`src/rtl/wbcon_stream_slave.sv`:
```
// wbcon_stream_slave
//   Pipelined Wishbone B4 slave that tunnels each access over a byte link.
//   A request is sent on the Tx stream as one header byte {we, 3'b0, sel[3:0]},
//   then the zero-extended word address, then (writes only) the data word.
//   All multi-byte fields go least-significant byte first. A read completes
//   once WORD_SIZE response bytes have arrived on the Rx stream. Only one
//   access is ever outstanding: o_wb_stall is low only in IDLE.
//
//   Optional build macro: WBCON_STREAM_SLAVE_RX_TIMEOUT_EN
//     When defined, a read gives up after RX_TIMEOUT idle cycles between Rx
//     bytes and acknowledges with the bytes still missing read as 0x00.
//     When undefined, a read waits for its Rx bytes indefinitely and
//     RX_TIMEOUT is not used.

module wbcon_stream_slave #(
    parameter int WB_ADDR_WIDTH = 24,
    parameter int WB_DATA_WIDTH = 32,
    parameter int WB_SEL_WIDTH  = (WB_DATA_WIDTH + 7) / 8,
    parameter int RX_TIMEOUT    = 1023
) (
    input  logic                     clk,
    input  logic                     rst,
    // Wishbone pipelined slave
    input  logic                     i_wb_cyc,
    input  logic                     i_wb_stb,
    output logic                     o_wb_stall,
    output logic                     o_wb_ack,
    input  logic                     i_wb_we,
    input  logic [WB_ADDR_WIDTH-1:0] i_wb_addr,
    input  logic [WB_DATA_WIDTH-1:0] i_wb_data,
    input  logic [WB_SEL_WIDTH-1:0]  i_wb_sel,
    output logic [WB_DATA_WIDTH-1:0] o_wb_data,
    // Tx byte stream (request)
    output logic                     o_tx_valid,
    output logic [7:0]               o_tx_data,
    input  logic                     i_tx_ready,
    // Rx byte stream (read response)
    input  logic                     i_rx_valid,
    input  logic [7:0]               i_rx_data,
    output logic                     o_rx_ready
);

    localparam int WORD_SIZE  = (WB_DATA_WIDTH + 7) / 8;
    localparam int ADDR_BYTES = (WB_ADDR_WIDTH + 7) / 8;
    localparam int WORD_BITS  = 8 * WORD_SIZE;
    localparam int ADDR_BITS  = 8 * ADDR_BYTES;
    localparam int MAX_BYTES  = (WORD_SIZE > ADDR_BYTES) ? WORD_SIZE : ADDR_BYTES;
    // One spare bit so the counter can step past the last byte index safely.
    localparam int CNT_W      = $clog2(MAX_BYTES) + 1;

    localparam logic [CNT_W-1:0] ADDR_LAST = CNT_W'(ADDR_BYTES - 1);
    localparam logic [CNT_W-1:0] WORD_LAST = CNT_W'(WORD_SIZE - 1);

    typedef enum logic [2:0] {
        S_IDLE  = 3'd0,
        S_HDR   = 3'd1,
        S_ADDR  = 3'd2,
        S_WDATA = 3'd3,
        S_RDATA = 3'd4,
        S_ACK   = 3'd5
    } state_t;

    state_t                   r_state;
    state_t                   w_next;

    // Latched request
    logic                     r_we;
    logic [WB_ADDR_WIDTH-1:0] r_addr;
    logic [WB_DATA_WIDTH-1:0] r_data;
    logic [WB_SEL_WIDTH-1:0]  r_sel;

    // Byte index within the current address / data field
    logic [CNT_W-1:0]         r_cnt;

    // Read word assembled from Rx bytes
    logic [WORD_BITS-1:0]     r_rdata;

    logic                     w_accept;
    logic                     w_tx_ack;
    logic                     w_rx_ack;
    logic                     w_addr_last;
    logic                     w_word_last;
    logic                     w_timeout;

    logic [ADDR_BITS-1:0]     w_addr_ext;
    logic [ADDR_BITS-1:0]     w_addr_sh;
    logic [WORD_BITS-1:0]     w_data_ext;
    logic [WORD_BITS-1:0]     w_data_sh;
    logic [3:0]               w_sel4;

    // Handshake events. Accept can only happen in IDLE, where stall is low.
    assign w_accept    = i_wb_cyc && i_wb_stb && (r_state == S_IDLE);
    assign w_tx_ack    = o_tx_valid && i_tx_ready;
    assign w_rx_ack    = i_rx_valid && o_rx_ready;
    assign w_addr_last = (r_cnt == ADDR_LAST);
    assign w_word_last = (r_cnt == WORD_LAST);

    // Byte lanes of the latched request, selected by the byte counter.
    // Address is zero-extended to whole bytes; narrow sel is zero-extended
    // to the 4-bit header field.
    assign w_addr_ext  = ADDR_BITS'(r_addr);
    assign w_data_ext  = WORD_BITS'(r_data);
    assign w_addr_sh   = w_addr_ext >> {r_cnt, 3'b000};
    assign w_data_sh   = w_data_ext >> {r_cnt, 3'b000};
    assign w_sel4      = 4'(r_sel);

    assign o_wb_data   = r_rdata[WB_DATA_WIDTH-1:0];

`ifdef WBCON_STREAM_SLAVE_RX_TIMEOUT_EN
    localparam int TO_W = $clog2(RX_TIMEOUT + 1);

    logic [TO_W-1:0] r_to_cnt;
    logic [TO_W-1:0] w_to_next;

    // Give up on the read at the edge where the idle count would reach
    // RX_TIMEOUT; a byte arriving in that same cycle still wins.
    assign w_to_next = r_to_cnt + 1'b1;
    assign w_timeout = (r_state == S_RDATA) && !w_rx_ack &&
                       (w_to_next == TO_W'(RX_TIMEOUT));

    // Idle-cycle counter: held at zero outside RDATA, restarted by every Rx byte.
    always_ff @(posedge clk or posedge rst) begin
        if (rst) begin
            r_to_cnt <= '0;
        end else if ((r_state != S_RDATA) || w_rx_ack) begin
            r_to_cnt <= '0;
        end else begin
            r_to_cnt <= w_to_next;
        end
    end
`else
    logic w_unused_cfg;

    // Without the timeout a read only ends on its final Rx byte.
    assign w_timeout    = 1'b0;
    assign w_unused_cfg = (RX_TIMEOUT != 0);
`endif

    // State register.
    always_ff @(posedge clk or posedge rst) begin
        if (rst) begin
            r_state <= S_IDLE;
        end else begin
            r_state <= w_next;
        end
    end

    // Next-state decode and all bus/stream outputs, from registered state only
    // (o_wb_ack is additionally qualified by the live cycle signal).
    always_comb begin
        w_next     = r_state;
        o_wb_stall = 1'b1;
        o_wb_ack   = 1'b0;
        o_tx_valid = 1'b0;
        o_tx_data  = 8'h00;
        o_rx_ready = 1'b0;
        case (r_state)
            S_IDLE: begin
                o_wb_stall = 1'b0;
                if (w_accept) begin
                    w_next = S_HDR;
                end
            end
            S_HDR: begin
                o_tx_valid = 1'b1;
                o_tx_data  = {r_we, 3'b000, w_sel4};
                if (w_tx_ack) begin
                    w_next = S_ADDR;
                end
            end
            S_ADDR: begin
                o_tx_valid = 1'b1;
                o_tx_data  = w_addr_sh[7:0];
                if (w_tx_ack && w_addr_last) begin
                    w_next = r_we ? S_WDATA : S_RDATA;
                end
            end
            S_WDATA: begin
                o_tx_valid = 1'b1;
                o_tx_data  = w_data_sh[7:0];
                if (w_tx_ack && w_word_last) begin
                    w_next = S_ACK;
                end
            end
            S_RDATA: begin
                o_rx_ready = 1'b1;
                if ((w_rx_ack && w_word_last) || w_timeout) begin
                    w_next = S_ACK;
                end
            end
            S_ACK: begin
                // A master that dropped cyc mid-access gets no ack, but the
                // link framing has already completed so we simply go idle.
                o_wb_ack = i_wb_cyc;
                w_next   = S_IDLE;
            end
            default: begin
                w_next = S_IDLE;
            end
        endcase
    end

    // Request latch, byte counter and read-word assembly.
    always_ff @(posedge clk or posedge rst) begin
        if (rst) begin
            r_we    <= 1'b0;
            r_addr  <= '0;
            r_data  <= '0;
            r_sel   <= '0;
            r_cnt   <= '0;
            r_rdata <= '0;
        end else begin
            case (r_state)
                S_IDLE: begin
                    if (w_accept) begin
                        r_we   <= i_wb_we;
                        r_addr <= i_wb_addr;
                        r_data <= i_wb_data;
                        r_sel  <= i_wb_sel;
                        r_cnt  <= '0;
                        // Read data stays visible until the next read starts.
                        if (!i_wb_we) begin
                            r_rdata <= '0;
                        end
                    end
                end
                S_HDR: begin
                    if (w_tx_ack) begin
                        r_cnt <= '0;
                    end
                end
                S_ADDR: begin
                    if (w_tx_ack) begin
                        r_cnt <= w_addr_last ? '0 : r_cnt + 1'b1;
                    end
                end
                S_WDATA: begin
                    if (w_tx_ack) begin
                        r_cnt <= r_cnt + 1'b1;
                    end
                end
                S_RDATA: begin
                    if (w_rx_ack) begin
                        for (int i = 0; i < WORD_SIZE; i++) begin
                            if (r_cnt == CNT_W'(i)) begin
                                r_rdata[8*i +: 8] <= i_rx_data;
                            end
                        end
                        r_cnt <= r_cnt + 1'b1;
                    end
                end
                default: begin
                end
            endcase
        end
    end

endmodule
```
`config.mk`:
```
export PLATFORM = sky130hd
export DESIGN_NAME = wbcon_stream_slave
export DESIGN_NICKNAME = d
export VERILOG_FILES = /design/src/rtl/wbcon_stream_slave.sv
export SDC_FILE = /design/constraint.sdc
export NUM_CORES = 1
export LEC_CHECK = 0
export ABC_AREA = 1
export BUFFER_PORTS_ARGS = -buffer_cell sky130_fd_sc_hd__buf_2
export CAP_MARGIN = 20
export CORE_ASPECT_RATIO = 0.7
export CORE_MARGIN = 2
export CORE_UTILIZATION = 55
export CTS_BUF_LIST = sky130_fd_sc_hd__clkbuf_4
export CTS_CLUSTER_DIAMETER = 40
export DETAILED_ROUTE_END_ITERATION = 6
export PLACE_DENSITY = 0.83
export RECOVER_POWER = 25
export SYNTH_ARGS = -nofsm -noshare
export SYNTH_HDL_FRONTEND = slang
export SYNTH_SLANG_ARGS = --single-unit
```
`constraint.sdc`:
```
create_clock -name clk -period 4.4 [get_ports clk]
set_clock_uncertainty 0.2 [all_clocks]
set_input_delay 0.22 -clock clk [delete_from_list [all_inputs] [get_ports clk]]
set_output_delay 0.22 -clock clk [all_outputs]
set_load 0.005 [all_outputs]
```
* Word-level counts from Yosys, hierarchy flattened
Cells that the tools add are included.
** Word-level totals
- Bits in registers :: 99
- Output and inout port bits :: 44
** Cells by class
- Reductions and logical operators :: 19
- Add/subtract/negate cells :: 1
- Mux-type cells :: 27
- Equal/unequal tests :: 21
- Shift operators :: 2
** Operators with widths (number)
- 32-bit two-way mux :: 3
- 32-bit case mux with 2 select lines :: 1
- 3-bit two-way mux :: 12
- 8-bit two-way mux :: 4
- 32-bit by 6-bit right shift with 8-bit output :: 1
- 3-bit case mux with 5 select lines :: 2
- 2-bit inequality test, second input constant :: 13
- 5-bit AND reduction :: 5
- 8-bit case mux with 3 select lines :: 1
- 24-bit by 6-bit right shift with 8-bit output :: 1
- 3-bit by 2-bit == test with 1-bit output, second input constant :: 4
- 1-bit logical AND :: 7
- 3-bit by 1-bit == test with 1-bit output, second input constant :: 2
- 3-bit == test, second input constant :: 2
- 3-bit zero test :: 2
- 6-bit AND reduction :: 1
- 5-bit nonzero test :: 1
- 1-bit two-way mux :: 4
- 3-bit by 1-bit adder with 3-bit output, second input constant :: 1
- 3-bit OR reduction :: 1
- 2-bit AND reduction :: 1
- 2-bit nonzero test :: 1

* Depth between registers and ports, before layout
Gate-level depths: netlist of run 1.
- Depth after elaboration :: 7
- Gate-level depth with buffers :: 10

* Worst setup path before layout of run 1
OpenSTA, ideal clock, no wires.
- Path type :: register to register
- Start point :: register r_cnt[0]
- End point :: register r_rdata[16], in the netlist o_wb_data[16]
- Cell stages (with the launch flop) :: 10
- Arrival :: 1.575 ns
- Period minus slack after synthesis :: 1.902 ns
- Setup slack :: 2.498 ns
- Cell sequence :: dfrtp_1 clkinv_1 clkbuf_1 ha_1 nand2_1 o21ai_2 nand2_4 buf_6 nand2_1 o21ai_0
** Between the ends
- Longest elaborated chain between the ends :: 3
** RTL lines
- start: declaration :: line 73 : logic [CNT_W-1:0] r_cnt;
- start signal: assignment :: line 234 : r_cnt <= w_addr_last ? '0 : r_cnt + 1'b1;
- start signal: assignment :: line 239 : r_cnt <= r_cnt + 1'b1;
- start signal: assignment :: line 249 : r_cnt <= r_cnt + 1'b1;
- 3-bit by 2-bit == test with 1-bit output :: line 245 : if (r_cnt == CNT_W'(i)) begin
- 2-bit inequality test (no source line)
- 5-bit AND reduction (no source line)
- end signal: indexed assignment :: line 246 : r_rdata[8*i +: 8] <= i_rx_data;
- end: declaration :: line 76 : logic [WORD_BITS-1:0] r_rdata;
Every way passes these cells.
A chain may end at the register's enable or synchronous reset.

* Final worst setup path of run 1
- Start point :: register r_state[1]
- End point :: output port o_tx_data[3]
** Between the ends
- Longest elaborated chain between the ends :: 2
** RTL lines
- start: declaration :: line 63 : state_t r_state;
- start signal: assignment :: line 144 : r_state <= w_next;
- 3-bit by 2-bit == test with 1-bit output or 3-bit by 1-bit == test with 1-bit output (tied branches) :: line 157 : case (r_state)
- 8-bit case mux with 3 select lines * :: line 157
- end: declaration :: line 35 : output logic [7:0] o_tx_data,
Mark *: on every way between the ends. The rest lies on a longest branch, timed or not.

==> metrics, run 1 <==
status finished, violations left; failing checks max-capacitance violations, max-slew violations; IO Pins 119; final instance area 0.00646 mm2; Leak 3.39 nW; initial core utilization 56.0%; total grt overflow 0; Mapped Nets 620; clock power share 14.9%; Overall Power 3.68 mW; min Tclk post-route 3.01 ns; full die area 0.00991 mm2; synth unique cells 30; vias in the first global route 4241; Synth Register Bits 99; Port Buffers 118; HPWL Detailed 8.38 mm; Hold WC Path Type input pin to flip-flop; fin nets 796; DRC viols 0; Worst VDD drop 0.322 mV; critical path class flip-flop to primary output; Core Area 0.00896 mm2; sum of negative setup slack 0 ns; Relative slew margins -73.4%; CTS root buf clkbuf_4; PD cells 570 mW/mm2; most frequent cells in the layout nand2_1 (134), buf_2 (117), dfrtp_1 (99), dlygate4sd3_1 (72), nor2_1 (61); Worst Reg-to-Reg Cells 7; Max Cap Violations 1; Die Height 83.9 um; Flop pwr share 42.2%; worst reg2reg path startpoint r_state[1]$_DFFE_PP0P_; synth-to-layout area growth 28.8%; Die X 118 um; WHS Endpoint r_state[1]$_DFFE_PP0P_; startpoint class of the critical path flip-flop; commonest non-fill, non-tap cell in the layout nand2_1; Via density 5.17; routability-driven placement congestion ratio 0.858; synthesized area 0.00502 mm2; Hold Vio Cnt, Final 0; initial antenna violation count 0; H-tree Lvls 3; setup violators final 0; min-delay src i_wb_stb; dpl cell area 0.00558 mm2; Rows 29; largest net degree at the start of global routing 62; share of cells above drive strength 1 30.5%; number of max-slew violations in the final report 62; global-route wire length before repair 20.9 mm; Fmax achieved 332 MHz; hold depth 7; YS warnings 0; WL final 12.7 mm; Worst Tran Pin Value 2.59 ns; unrepaired setup endpoints after global routing no; Clock Latency Late Sink 0.45 ns; Net Sw Frac 38.7%; Post-Syn Area per Cell 9.29 um2; GRT Overall Usage 26.3%; Via Count 4369; Critical Path RT 3.98 ns; final std cells w/o fill 845; Layout Utilization 72.1%; CTS tree built; wire length per cell 15.0 um; reg2reg end o_wb_data[4]$_DFFE_PP0P_; Arrival @ worst endpoint 2.59 ns; post-CTS sizing 0; 1st-iter DRT viols 369; R2R setup slack 1.50 ns; Net Sw Power 1.42 mW; Final period util 68.5%; CTS Buf Count 9; Syn Inst Count 540; CP Max Fanout 22; Detailed Routing Iterations Pass 1 6; critical path capture point type primary output; antenna cells 0; DP Cell Count 757; antenna-violating nets left 0; Max Buffers Root-to-Sink 2; combinational cell fraction of total power 42.9%; Clock Sinks 99; Internal Power 2.26 mW; sequential fraction of the synthesis area 49.4%; clock-pin slew on the worst setup and hold paths 0.17 ns
==> what timing repair did <==
| item | in CTS | in global routing |
|---|---|---|
| hold buffers | 72 | 0 |
| setup buffers | 0 | 0 |
| endpoints found under the hold margin | 154 | 0 |
==> worst max path at each step <==
stage,endpoint,from
floorplan,o_wb_data[0]$_DFFE_PP0P_,rst
global placement,o_wb_data[4]$_DFFE_PP0P_,r_state[2]$_DFFE_PP0P_
detailed placement,o_wb_data[4]$_DFFE_PP0P_,r_state[2]$_DFFE_PP0P_
CTS,o_tx_data[1],r_state[1]$_DFFE_PP0P_
global route,o_tx_data[4],r_state[2]$_DFFE_PP0P_
finish,o_tx_data[3],r_state[1]$_DFFE_PP0P_
==> power groups by stage <==
stage	registers [mW]	clock network (mW)	logic (mW)
6_report	1.55	0.549	1.58
5_1_grt	1.59	0.598	1.75
4_1_cts	1.54	0.555	1.56
3_5_place_dp	1.56	0	1.50
3_3_place_gp	1.54	0	1.45
2_1_floorplan	1.45	0	1.20
==> metal layers <==
layer  routed length, um  GRT usage (%)  vias up
li1                    -              -     2092
met1                5680           36.4     2064
met2                6070           42.8      189
met3                 704           5.19       24
met4                 237           7.12        0
met5                   0              0        -
==> Yosys cell counts <==
library cell,n,area (um2)
nand2_1,134,503
dfrtp_1,99,2480
nor2_1,61,229
inv_1,40,150
mux2_4,30,450
nand3_1,29,145
o21ai_0,21,105
a21oi_1,20,100
a21oi_2,17,149
o21ai_2,16,140
o21ai_1,14,70.1
buf_6,11,124
buf_2,7,35.0
clkbuf_1,6,22.5
ha_1,5,62.6
nand2_2,5,31.3
nand2_4,4,45.0
a31oi_1,3,18.8
buf_4,3,22.5
inv_2,3,11.3
mux2_2,2,22.5
nand3_2,2,20.0
clkinv_1,1,3.75
inv_4,1,6.26
nand4_1,1,6.26
nand4_4,1,21.3
nor2_2,1,6.26
nor2_4,1,11.3
nor2_8,1,20.0
o22ai_1,1,6.26
==> per-stage QoR <==
step | hold slack [ns] | setup slack [ns]
finish | 0.177 | 1.39
floorplan | 0.169 | 1.39
detailed placement | 0.200 | 1.55
global route | 0.191 | 1.19
global placement | 0.190 | 1.64
CTS | 0.155 | 1.42
==> kinds of logic (layout without fill, tap and decap cells) <==
kind of cell	Yosys count	in the layout	share of synthesized area, %
mux	32	32	9.43
fa+ha+maj	5	5	1.25
compound gates	92	92	11.7
buf+inv	72	253	7.48
flops	99	99	49.4
simple gates	240	240	20.7
==> critical path, cell delays in order, from the launching register on <==
cell	delay (ns)
dfrtp_1	0.62
nand2_1	0.11
nor2_2	0.76
nand2_1	0.13
nand3_1	0.13
nand3_1	0.13
nand2_1	0.09
nand2_1	0.05
buf_2	0.12
==> final cells by class <==
| type | count | area, um2 |
|---|---|---|
| fill | 649 | 2500 |
| inverter | 45 | 173 |
| clock inverter | 5 | 86.3 |
| clock buffer | 11 | 82.6 |
| tap | 124 | 155 |
| multi-input combinational | 369 | 2160 |
| sequential | 99 | 2480 |
| timing repair buffer | 192 | 1330 |
==> state kept, by name, indices dropped and copies added (netlist names) <==
signal	cells
r_sel	4
r_state	3
r_data	32
r_addr	24
r_we	1
r_cnt	3
o_wb_data	32
No activity file was read; power rests on OpenSTA's default activity.
==> inputs of run 2 (changes only) <==
--- a/config.mk
+++ b/config.mk
@@ -10,11 +10,11 @@
 export CAP_MARGIN = 20
 export CORE_ASPECT_RATIO = 0.7
 export CORE_MARGIN = 2
-export CORE_UTILIZATION = 55
+export CORE_UTILIZATION = 50
 export CTS_BUF_LIST = sky130_fd_sc_hd__clkbuf_4
 export CTS_CLUSTER_DIAMETER = 40
 export DETAILED_ROUTE_END_ITERATION = 6
-export PLACE_DENSITY = 0.83
+export PLACE_DENSITY = 0.79
 export RECOVER_POWER = 25
 export SYNTH_ARGS = -nofsm -noshare
 export SYNTH_HDL_FRONTEND = slang
==> constraint.sdc (replaced) <==
create_clock -name clk -period 2.57 [get_ports clk]
set_clock_uncertainty 0.2 [all_clocks]
set_input_delay 0.1285 -clock clk [delete_from_list [all_inputs] [get_ports clk]]
set_output_delay 0.1285 -clock clk [all_outputs]
set_load 0.005 [all_outputs]
==> run 2 against run 1 <==
Against the previous run:
- the run now ends clean
- sequential power grew 70%
- final area grew 1.5%
- global-route usage shrank 2.1 points
- hold slack lost 0.099 ns
- die area grew 9.6%
- flip-flop and latch count is the same
==> metrics, run 2 (synthesis results as in run 1) <==
status finished clean; Worst Tran Pin Value 1.12 ns (-1.47 ns); Leak 3.43 nW (+1.1%); vias in the first global route 4232 (-0.21%); CP Capture Point r_state[2]$_DFFE_PP0P_; Multi-input gate area 0.00217 mm2 (+0.12%); fin nets 807 (+1.4%); 1st-iter DRT viols 313 (-15%); Die X 124 um (+4.7%); commonest non-fill, non-tap cell in the layout nand2_1; Setup Slack @ Placement 0.531 ns (-1.02 ns); initial core utilization 51.6% (-4.4 points); Clock Latency Late Sink 0.46 ns (about the same); Port Buffers 118 (unchanged); worst reg2reg path startpoint r_cnt[1]$_DFFE_PP0P_; global-route wire length before repair 20.3 mm (-2.6%); DRC viols 0 (unchanged); reg2reg end r_state[2]$_DFFE_PP0P_; Max Cap Violations 0 (-1); Worst Reg-to-Reg Cells 9 (+2); Arrival @ worst endpoint 2.61 ns (+0.02 ns); share of cells above drive strength 1 31.9% (+1.4 points); unrepaired setup endpoints after global routing no; number of max-slew violations in the final report 0 (-100%); H-tree Lvls 3 (unchanged); Detailed Routing Iterations Pass 1 5 (-1); Register Area 0.00248 mm2 (+0.20%); Flop pwr share 42.1% (about the same); Core Area 0.00972 mm2 (+8.5%); min-delay src i_wb_stb; startpoint class of the critical path flip-flop; routing usage on met3 6.05% (+0.86 points); PD cells 952 mW/mm2 (+67%); setup violators final 0 (unchanged); IO Pins 119 (unchanged); clock power share 13.0% (-1.9 points); antenna-violating nets left 0 (unchanged); largest net degree at the start of global routing 60 (-3.2%); Final WS setup 0.164 ns (-1.22 ns); Hold Vio Cnt, Final 0 (unchanged); clock-pin slew on the worst setup and hold paths 0.15 ns (-0.02 ns); Relative slew margins 24.9% (+98 points); HPWL Detailed 8.58 mm (+2.4%); Hold WC Path Type input pin to flip-flop; Worst VDD drop 0.500 mV (+55%); critical path capture point type flip-flop; Final period util 93.6%; Fmax achieved 416 MHz; CTS tree built; Clock Sinks 99 (unchanged); Critical Path RT 2.77 ns (-1.21 ns); total grt overflow 0 (unchanged); met2 GRT Util 40.3% (-2.6 points); GRT Overall Usage 24.2% (-2.1 points); GRT Max-Usage Layer met2; Net Sw Frac 38.8% (+0.12 points); Max Buffers Root-to-Sink 2 (unchanged); Die Height 87.8 um (+4.6%); Net Sw Power 2.42 mW (+70%); initial antenna violation count 0 (unchanged); Rows 30 (+3.4%); CTS root buf clkbuf_4; antenna cells 0 (unchanged); Internal Power 3.82 mW (+69%); sum of negative setup slack 0 ns (unchanged); routability-driven placement congestion ratio 0.915 (+6.7%); # fillers 754 (+16%); Post-CTS Setup Bufs 0 (unchanged); crit path launch r_cnt[1]$_DFFE_PP0P_; min Tclk post-route 2.41 ns; most frequent cells in the layout nand2_1 (134), buf_2 (118), dfrtp_1 (95), dlygate4sd3_1 (75), nor2_1 (60); WL final 12.6 mm (-0.80%); CTS Buf Count 9 (unchanged); wire length per cell 14.7 um (-2.4%); CP Max Fanout 13 (-41%); Via Count 4338 (-0.71%); GR Util met1 32.1% (-4.2 points); combinational cell fraction of total power 44.9% (+2.0 points); synth-to-layout area growth 30.7%; R2R setup slack 0.16 ns (-1.34 ns); Via density 5.05 (-2.3%); full die area 0.0109 mm2 (+9.6%); critical path class flip-flop to flip-flop
-- run 2: cell count changes in the layout (fill, tap and decap cells not counted), moves of 2 or more --
cell,change
dfrtp_1,-4
clkinv_4,-2
clkinv_2,+2
buf_12,+2
clkinvlp_4,+2
buf_4,+5
dfrtp_2,+4
dlygate4sd3_1,+3
-- run 2: cell type report --
class / count / share of cell area [%]
flip-flops and latches: 99 / 37.9
multi-input cells: 369 / 33.0
repair buffers: 203 / 22.0
inverters: 45 / 2.63
well taps: 128 / 2.44
clock buffers: 10 / 1.15
clock inverters: 5 / 0.840
-- run 2: metrics by stage --
step / instances / utilization [%] / power, mW / area, um2 / hold slack (ns)
floorplan: 540 / - / 4.55 / 5020 / 0.0770
global placement: 769 / 58.3 / 5.20 / 5670 / 0.00993
detailed placement: 769 / 58.3 / 5.30 / 5670 / 0.0110
CTS: 859 / 67.3 / 6.22 / 6550 / 0.0491
global route: 859 / 67.4 / 6.71 / 6560 / 0.132
finish: 859 / 67.4 / 6.24 / 6560 / 0.0785
-- run 2: routing by layer --
metal  vias up  wire [um]  part of all wire, %
met1      2062       5490                   44
met2       138       6210                   49
met3        21        702                  5.6
li1       2117          -                    -
met5         -          0                    0
met4         0        193                  1.5
-- run 2: power groups by stage --
stage               registers, mW  clock network, mW  logic [mW]
finish                       2.63              0.811        2.80
global route                 2.69              0.898        3.12
CTS                          2.61              0.822        2.79
detailed placement           2.65                  0        2.65
global placement             2.62                  0        2.58
floorplan                    2.49                  0        2.06
-- run 2: worst max-delay path, cell delays in order, from the launching register on --
cell           delay (ns)
dfrtp_2              0.52
ha_1                 0.24
ha_1                 0.20
inv_1                0.09
nand3_1              0.09
nand2_1              0.05
nor2_1               0.20
nand3_1              0.13
nand2_1              0.07
dlygate4sd3_1        0.55
-- run 2: worst min-delay path by stage --
| stage | end | slack (ns) | depth (start not counted) |
|---|---|---|---|
| 2_1_floorplan | r_addr[0]$_DFFE_PP0P_ | 0.08 | 1 |
| 3_3_place_gp | o_wb_data[23]$_DFFE_PP0P_ | 0.01 | 2 |
| 3_5_place_dp | r_addr[8]$_DFFE_PP0P_ | 0.01 | 2 |
| 4_1_cts | o_wb_data[0]$_DFFE_PP0P_ | 0.05 | 3 |
| 5_1_grt | r_state[0]$_DFFE_PP0P_ | 0.13 | 7 |
| 6_report | r_state[0]$_DFFE_PP0P_ | 0.08 | 7 |
-- run 2: repair_timing --
action,in CTS,in global routing
hold buffers,75,0
hold endpoints to repair,196,0
gates resized for setup,0,6
setup endpoints to repair,0,9
